<file path="config.mk">
export PLATFORM = sky130hd
export DESIGN_NAME = mem_a_loader_flat
export DESIGN_NICKNAME = d
export VERILOG_FILES = /design/src/rtl/mem_a_loader_if.sv /design/src/rtl/mem_a_loader.sv /design/src/flat_wrapper.sv
export SDC_FILE = /design/constraint.sdc
export NUM_CORES = 1
export LEC_CHECK = 0
export ABC_AREA = 1
export BUFFER_PORTS_ARGS = -buffer_cell sky130_fd_sc_hd__buf_4
export CORE_UTILIZATION = 45
export CTS_BUF_LIST = sky130_fd_sc_hd__clkbuf_8
export CTS_CLUSTER_SIZE = 25
export DETAILED_ROUTE_END_ITERATION = 8
export PLACE_DENSITY_LB_ADDON = 0.15
export RECOVER_POWER = 50
export SETUP_SLACK_MARGIN = 0.3
export SYNTH_ARGS = -nofsm -noshare
export SYNTH_HDL_FRONTEND = slang
export SYNTH_SLANG_ARGS = --single-unit
</file>
<file path="constraint.sdc">
create_clock -name clock -period 1.4 [get_ports clock]
set_clock_uncertainty 0.1 [all_clocks]
set_input_delay 0.14 -clock clock [delete_from_list [all_inputs] [get_ports clock]]
set_output_delay 0.14 -clock clock [all_outputs]
set_load 0.02 [all_outputs]
</file>
<file path="src/rtl/mem_a_loader_if.sv">
// Loader-side bundle: upstream valid/ready stream, memory A write port and transfer-controller handshake.
// The cksum signal exists only when LOADER_CKSUM_EN is defined.
interface mem_a_loader_if #(
  parameter int DW = 8,
  parameter int AW = 3
);
  logic          in_valid;
  logic [DW-1:0] in_data;
  logic          in_ready;
  logic          WEA;
  logic [AW-1:0] AddrA;
  logic [DW-1:0] DataInA;
  logic          start;
  logic          xfer_done;
  logic          busy;
`ifdef LOADER_CKSUM_EN
  logic [DW-1:0] cksum;

  modport master (
    input  in_valid, in_data, xfer_done,
    output in_ready, WEA, AddrA, DataInA, start, busy, cksum
  );
  modport slave (
    output in_valid, in_data, xfer_done,
    input  in_ready, WEA, AddrA, DataInA, start, busy, cksum
  );
`else
  modport master (
    input  in_valid, in_data, xfer_done,
    output in_ready, WEA, AddrA, DataInA, start, busy
  );
  modport slave (
    output in_valid, in_data, xfer_done,
    input  in_ready, WEA, AddrA, DataInA, start, busy
  );
`endif
endinterface

</file>
<file path="src/rtl/mem_a_loader.sv">
// Fills memory A with DEPTH consecutive stream words, pulses start, then waits for xfer_done.
// Optional LOADER_CKSUM_EN adds a running mod-2**DW checksum of the current batch.
module mem_a_loader #(
  parameter int DW    = 8,
  parameter int AW    = 3,
  parameter int DEPTH = 8
) (
  input  logic           clock,
  input  logic           Reset,
  mem_a_loader_if.master bus
);

  typedef enum logic [2:0] {
    IDLE,
    FILL,
    LAST_WR,
    START,
    WAIT_DONE
  } state_t;

  state_t        state_reg, state_next;
  logic [AW-1:0] cnt_reg;
  logic          wea_reg;
  logic [AW-1:0] addr_reg;
  logic [DW-1:0] data_reg;
  logic          in_ready_c;
  logic          start_c;
  logic          busy_c;
  logic          accept;

  assign accept = bus.in_valid & in_ready_c;

  always_ff @(posedge clock or negedge Reset) begin
    if (!Reset) begin
      state_reg <= IDLE;
    end else begin
      state_reg <= state_next;
    end
  end

  always_comb begin
    state_next = state_reg;
    in_ready_c = 1'b0;
    start_c    = 1'b0;
    busy_c     = 1'b0;
    case (state_reg)
      IDLE: state_next = FILL;
      FILL: begin
        in_ready_c = 1'b1;
        if (bus.in_valid && (cnt_reg == AW'(DEPTH - 1))) begin
          state_next = LAST_WR;
        end
      end
      LAST_WR: begin
        busy_c     = 1'b1;
        state_next = START;
      end
      START: begin
        busy_c     = 1'b1;
        start_c    = 1'b1;
        state_next = WAIT_DONE;
      end
      WAIT_DONE: begin
        busy_c = 1'b1;
        if (bus.xfer_done) begin
          state_next = FILL;
        end
      end
      default: state_next = IDLE;
    endcase
  end

  // Write port is registered: an accept at edge N shows up as a write during cycle N+1.
  always_ff @(posedge clock or negedge Reset) begin
    if (!Reset) begin
      cnt_reg  <= '0;
      wea_reg  <= 1'b0;
      addr_reg <= '0;
      data_reg <= '0;
    end else begin
      wea_reg <= accept;
      if (accept) begin
        addr_reg <= cnt_reg;
        data_reg <= bus.in_data;
        cnt_reg  <= cnt_reg + AW'(1);
      end
    end
  end

`ifdef LOADER_CKSUM_EN
  logic [DW-1:0] cksum_reg;

  always_ff @(posedge clock or negedge Reset) begin
    if (!Reset) begin
      cksum_reg <= '0;
    end else if ((state_reg == WAIT_DONE) && bus.xfer_done) begin
      cksum_reg <= '0;
    end else if (accept) begin
      cksum_reg <= cksum_reg + bus.in_data;
    end
  end

  assign bus.cksum = cksum_reg;
`endif

  assign bus.in_ready = in_ready_c;
  assign bus.start    = start_c;
  assign bus.busy     = busy_c;
  assign bus.WEA      = wea_reg;
  assign bus.AddrA    = addr_reg;
  assign bus.DataInA  = data_reg;

endmodule

</file>
<file path="src/flat_wrapper.sv">
// flat-port wrapper written by rule: the top's interface ports become plain ports
module mem_a_loader_flat 
#(
  parameter int DW    = 8,
  parameter int AW    = 3,
  parameter int DEPTH = 8
)
  (clock, Reset, bus_in_valid, bus_in_data, bus_xfer_done, bus_in_ready, bus_WEA, bus_AddrA, bus_DataInA, bus_start, bus_busy);
  mem_a_loader_if #(.DW(DW), .AW(AW)) bus_i ();
  input  logic clock;
  input  logic Reset;
  input wire logic [$bits(bus_i.in_valid)-1:0] bus_in_valid;
  input wire logic [$bits(bus_i.in_data)-1:0] bus_in_data;
  input wire logic [$bits(bus_i.xfer_done)-1:0] bus_xfer_done;
  output wire logic [$bits(bus_i.in_ready)-1:0] bus_in_ready;
  output wire logic [$bits(bus_i.WEA)-1:0] bus_WEA;
  output wire logic [$bits(bus_i.AddrA)-1:0] bus_AddrA;
  output wire logic [$bits(bus_i.DataInA)-1:0] bus_DataInA;
  output wire logic [$bits(bus_i.start)-1:0] bus_start;
  output wire logic [$bits(bus_i.busy)-1:0] bus_busy;
  assign bus_i.in_valid = bus_in_valid;
  assign bus_i.in_data = bus_in_data;
  assign bus_i.xfer_done = bus_xfer_done;
  assign bus_in_ready = bus_i.in_ready;
  assign bus_WEA = bus_i.WEA;
  assign bus_AddrA = bus_i.AddrA;
  assign bus_DataInA = bus_i.DataInA;
  assign bus_start = bus_i.start;
  assign bus_busy = bus_i.busy;
  mem_a_loader #(.DW(DW), .AW(AW), .DEPTH(DEPTH)) u_core (.clock(clock), .Reset(Reset), .bus(bus_i));
endmodule
</file>
==> metrics.txt, run 1 <==
Synth Area in Compound Gates=0.0198; Tightest Pin Transition=~0.45 ns; unrepaired setup endpoints after global routing=true; simple-gate portion of the synthesized area=0.296; Setup Viol. Count Final=0; commonest non-fill, non-tap cell in the layout=nand2_1; clock sinks=18; clock share of power=0.131; Routed Antenna Nets=0; Crit Path Max Fanout=5; layout cells sized above 1=0.507; max-slew violations=0; worst r2r dst=u_core.bus.DataInA[4]; area share of fa/ha/maj cells after synthesis=0.0331; Worst R2R Setup Slack=around 0.050 ns; clk buf depth=2; CTS tree=done; Post-Syn Instances=between 80 and 90; Synth Area in XOR/XNOR=0; Port Buffers=26; P per Cell Area=around 2500 nW/um^2; max_cap viols=0; synth unique cells=13; worst r2r src=u_core.state_reg[1]; core footprint=approximately 1500 sq um; CP endpoint=bus_busy; Place WS=0.0441 ns; total CTS buffers=3; final instance area=roughly 1300 sq um; data arrival time of the worst path=roughly 1.1 ns; Tot GR Track Use=0.255; 1st-pass router iterations=4; Final Hold Fails=0; GR Overflow Total=0; DP HPWL=between 1000 and 1500 um; Final #Nets=around 150; Mapped Nets=just over 100; register bit total from synthesis=18; Die ar.=approximately 1900 sq um; Worst Setup Path Type=reg2out; htree depth=1; fin crit share=0.984; die width=approximately 43 um; routed length per instance=15.1 um; clock slew at reported path FFs=approximately 0.070 ns; n_diodes=0; Initial DRC Count=9; Hold WC Path Type=in2reg; Rel. slew slack=0.699; WL final=2320 um; Finished Core Util=0.857; DRC=0; FF-to-FF path depth=6; vias in the first global route=716; Synth Warn #=0; Crit. Startpoint=u_core.state_reg[2]; post-synthesis mux area share=0; CP Data Required Time=approximately 1.2 ns; IO Count=27; startpoint types=flip-flop; nature of the critical path endpoint=primary output; Mapped Area=~760 sq um; first-pass GRT wire length=between 3000 and 4000 um; part of the power in registers=0.309; row cnt=14; Synth Area per Inst=approximately 8.6 sq um; Peak VDD IR=about 2.0 mV; area delta synth->final=74.5%; leakage power=0.696 nW; Seq/Total Area, Yosys=0.595; Avg Vias per Cell=a little over 5; Die Ht=43.0 um; main combinational cell family by area after synthesis=simple AND/OR/NAND/NOR gates; Skew-Pair Late Insertion Delay=between 0.2 and 0.3 ns; max reg flops=8; GPL Wtd Cong=roughly 0.8; Int Pwr=1.84 mW; worst setup margin=between 0.02 and 0.025 ns; DP Area=about 970 sq um; initial antenna violation count=0; Sw Share=0.439; Gate power share=0.561; FMAX=~730 MHz; status=completed; Initial Utilization=0.491; pin count of the biggest net entering global routing=19; switching pwr=1.44 mW; worst hold slack=0.157 ns; min Tclk post-route=between 1 and 1.5 ns; most frequent cells in the layout=nand2_1, buf_4, nand2_2, dfrtp_1, dlygate4sd3_1; Vias=784; CTS Root Buffer Type=clkbuf_8
-- final cells by class --
type | instances | area (sq um)
sequential | 18 | 454
timing repair inverter | 1 | 11.3
clock buffer | 4 | 55.1
timing repair buffer | 47 | 373
fill | 79 | 220
multi-input combinational | 61 | 369
tap | 16 | 20.0
inverter | 7 | 38.8
-- cells by family (layout without fill, tap and decap cells) --
family,count (synthesis),count (layout)
compound gates,3,3
fa+ha+maj,2,2
buf+inv,9,59
flops,18,18
simple gates,56,56
-- routing by layer --
layer  up-vias  wire, um  global-route usage
li1        366         -                   -
met1       380       904               0.312
met2        27      1230               0.421
met3        11        85              0.0553
met4         0        97               0.127
met5         -         0                   0
-- power by group through the flow --
stage          clock network (mW)  logic, mW  registers [mW]
6_report                    0.429       1.84            1.01
5_1_grt                     0.450       1.99            1.04
4_1_cts                     0.425       1.57           0.960
3_5_place_dp                    0       1.22           0.963
3_3_place_gp                    0       1.19           0.946
2_1_floorplan                   0      0.588            1.13
-- Yosys cell counts --
cell type	count	area (sq um)
nand3_2	1	10.0
nor2_1	2	7.51
buf_2	1	5.00
inv_2	1	3.75
nand2_1	48	180
inv_1	6	22.5
o21ai_0	2	10.0
a21oi_1	1	5.00
nor2_2	1	6.26
ha_1	2	25.0
buf_6	1	11.3
dfrtp_1	18	450
nand3_1	4	20.0
-- worst min path at each step --
stage	cells past startpoint	endpoint	from	slack (ns)
CTS	4	u_core.state_reg[2]	bus_xfer_done	0.11
detailed placement	1	u_core.state_reg[2]	Reset	-0.08
global route	4	u_core.state_reg[2]	bus_xfer_done	0.18
global placement	1	u_core.state_reg[2]	Reset	-0.08
floorplan	0	u_core.bus.AddrA[0]	Reset	-0.26
finish	4	u_core.state_reg[0]	bus_in_valid	0.16
-- critical path, cell delays in order (launching register included) --
cell     delay, ns
dfrtp_2       0.46
inv_1         0.13
nand2_1       0.09
nand2_1       0.07
buf_4         0.13
-- repair_timing --
item | CTS | global route
buffers inserted | 10 | 1
gates resized for setup | 14 | 29
endpoints found under the setup margin | 20 | 20
pin swaps | 6 | 13
gates cloned | 1 | 0
endpoints found under the hold margin | 26 | 0
hold buffers | 9 | 0
-- stage by stage --
step           TNS (ns)  power (mW)  cells
2_1_floorplan         0        1.72     88
3_3_place_gp          0        2.14    129
3_5_place_dp          0        2.19    129
4_1_cts               0        2.96    153
5_1_grt         -0.0178        3.47    154
6_report              0        3.28    154
Note: power is estimated with default switching activity, not from simulation.
==> inputs of run 2 (changes only) <==
--- a/config.mk
+++ b/config.mk
@@ -13,6 +13,7 @@
 export DETAILED_ROUTE_END_ITERATION = 8
 export PLACE_DENSITY_LB_ADDON = 0.15
 export RECOVER_POWER = 50
+export REMOVE_ABC_BUFFERS = 1
 export SETUP_SLACK_MARGIN = 0.3
 export SYNTH_ARGS = -nofsm -noshare
 export SYNTH_HDL_FRONTEND = slang
==> constraint.sdc (replaced) <==
create_clock -name clock -period 1.7 [get_ports clock]
set_clock_uncertainty 0.1 [all_clocks]
set_input_delay 0.17 -clock clock [delete_from_list [all_inputs] [get_ports clock]]
set_output_delay 0.17 -clock clock [all_outputs]
set_load 0.02 [all_outputs]
==> run 2 against run 1 <==
Via count fell by 19%. First-iteration DRC count rose by 89%. Count of clock-buffer cells in the layout did not move. Clock power fell by 19%. Combinational power fell by 48%. Routed wire length fell by 38%. Worst hold slack got worse by 0.15 ns. Sequential share of layout area rose by 10 points. Register-to-register slack improved by 0.28 ns. Flip-flop and latch count did not move. Global-route usage fell by 6.6 points.
==> metrics.txt, run 2 (synthesized netlist as in run 1, its figures left out) <==
worst hold slack=between 0.003 and 0.004 ns; Vias=approximately 640; clock slew at reported path FFs=roughly 0.07 ns; Crit Path Max Fanout=5; area delta synth->final=34.0%; Tightest Pin Transition=roughly 0.93 ns; Routed Antenna Nets=0; Initial Utilization=0.491; first-pass GRT wire length=between 2000 and 3000 um; n_diodes=0; layout cells sized above 1=0.254; CP Data Required Time=between 1 and 1.5 ns; data arrival time of the worst path=about 1.1 ns; max reg flops=8; Worst R2R Setup Slack=roughly 0.33 ns; Skew-Pair Late Insertion Delay=0.25 ns; P per Cell Area=a little over 2000 nW/um^2; clock sinks=18; vias in the first global route=630; initial antenna violation count=0; clk buf depth=2; min Tclk post-route=between 1 and 1.5 ns; max-slew violations=0; Tot GR Track Use=0.189; IO Count=27; Hold WC Path Type=in2reg; DP HPWL=a little under 1000 um; GPL Wtd Cong=a little under 0.8; 1st-pass router iterations=4; CTS Root Buffer Type=clkbuf_8; commonest non-fill, non-tap cell in the layout=nand2_1; setup_tns=0 ns; core footprint=roughly 1500 sq um; CTS tree=done; pin count of the biggest net entering global routing=19; routed length per instance=roughly 11 um; Finished Core Util=0.658; Setup Viol. Count Final=0; Final #Nets=approximately 130; Die ar.=approximately 1900 sq um; WL final=1450 um; total CTS buffers=3; Layout fillers=140; Initial DRC Count=17; die width=around 43 um; nature of the critical path endpoint=primary output; row cnt=14; fin crit share=0.820; Avg Vias per Cell=~4.8; Rel. slew slack=0.378; FMAX=roughly 720 MHz; Worst Setup Path Type=reg2out; htree depth=1; startpoint types=flip-flop; unrepaired setup endpoints after global routing=true; DRC=0; Final Hold Fails=0; GR Overflow Total=0; most frequent cells in the layout=nand2_1, buf_4, dfrtp_1, clkbuf_1, inv_1; max_cap viols=0; Die Ht=~43 um; leakage power=around 0.58 nW; status=completed; Peak VDD IR=approximately 1.2 mV; Port Buffers=26
run 2: area by class of cell:
type | instances | area [sq um] | area share
Clock buffer | 4 | 55.1 | 0.0543
Timing Repair Buffer | 28 | 186 | 0.184
Inverter | 7 | 28.8 | 0.0284
Sequential cell | 18 | 453 | 0.446
Multi-Input combinational cell | 61 | 272 | 0.268
Tap cell | 16 | 20.0 | 0.0197
run 2: critical path: stages (launching register included):
cell and delay (ns):
dfrtp_1 0.46, nor2_2 0.16, nand2_1 0.06, nand2_1 0.05, buf_4 0.13
run 2: path summary, 6_finish.rpt:
check,startpoint,to,cells past startpoint
min in group asynchronous,Reset,u_core.bus.DataInA[1],2
min reg2reg,u_core.bus.DataInA[0],u_core.bus.DataInA[0],2
max reg2reg,u_core.state_reg[1],u_core.cnt_reg[2],5
max in group asynchronous,Reset,u_core.state_reg[0],2
min,bus_in_data[7],u_core.bus.DataInA[7],3
max,u_core.state_reg[1],bus_busy,4
run 2: where the power goes:
| group | switching (mW) | internal, mW | leakage, nW |
|---|---|---|---|
| sequential | 0.160 | 0.638 | 0.223 |
| clock | 0.143 | 0.206 | 0.0288 |
| combinational | 0.588 | 0.363 | 0.328 |
| total | 0.891 | 1.21 | 0.579 |
run 2: repair_timing:
item,CTS,global route
gates resized for setup,0,6
hold buffers,1,0
setup buffers,0,0
endpoints found under the hold margin,18,0
setup endpoints to repair,0,16
run 2: stage by stage:
step | total power, mW | area, sq um | setup WS (ns) | instances
2_1_floorplan | 1.37 | 741 | 0.441 | 86
3_3_place_gp | 1.76 | 963 | 0.324 | 129
3_5_place_dp | 1.78 | 963 | 0.332 | 129
4_1_cts | 2.14 | 1030 | 0.305 | 134
5_1_grt | 2.27 | 1010 | 0.169 | 134
6_report | 2.10 | 1010 | 0.306 | 134
run 2: routing by layer:
layer	share of wire	track usage
met5	0	0
met1	0.44	0.230
met3	0.041	0.0255
met2	0.50	0.318
met4	0.027	0.109
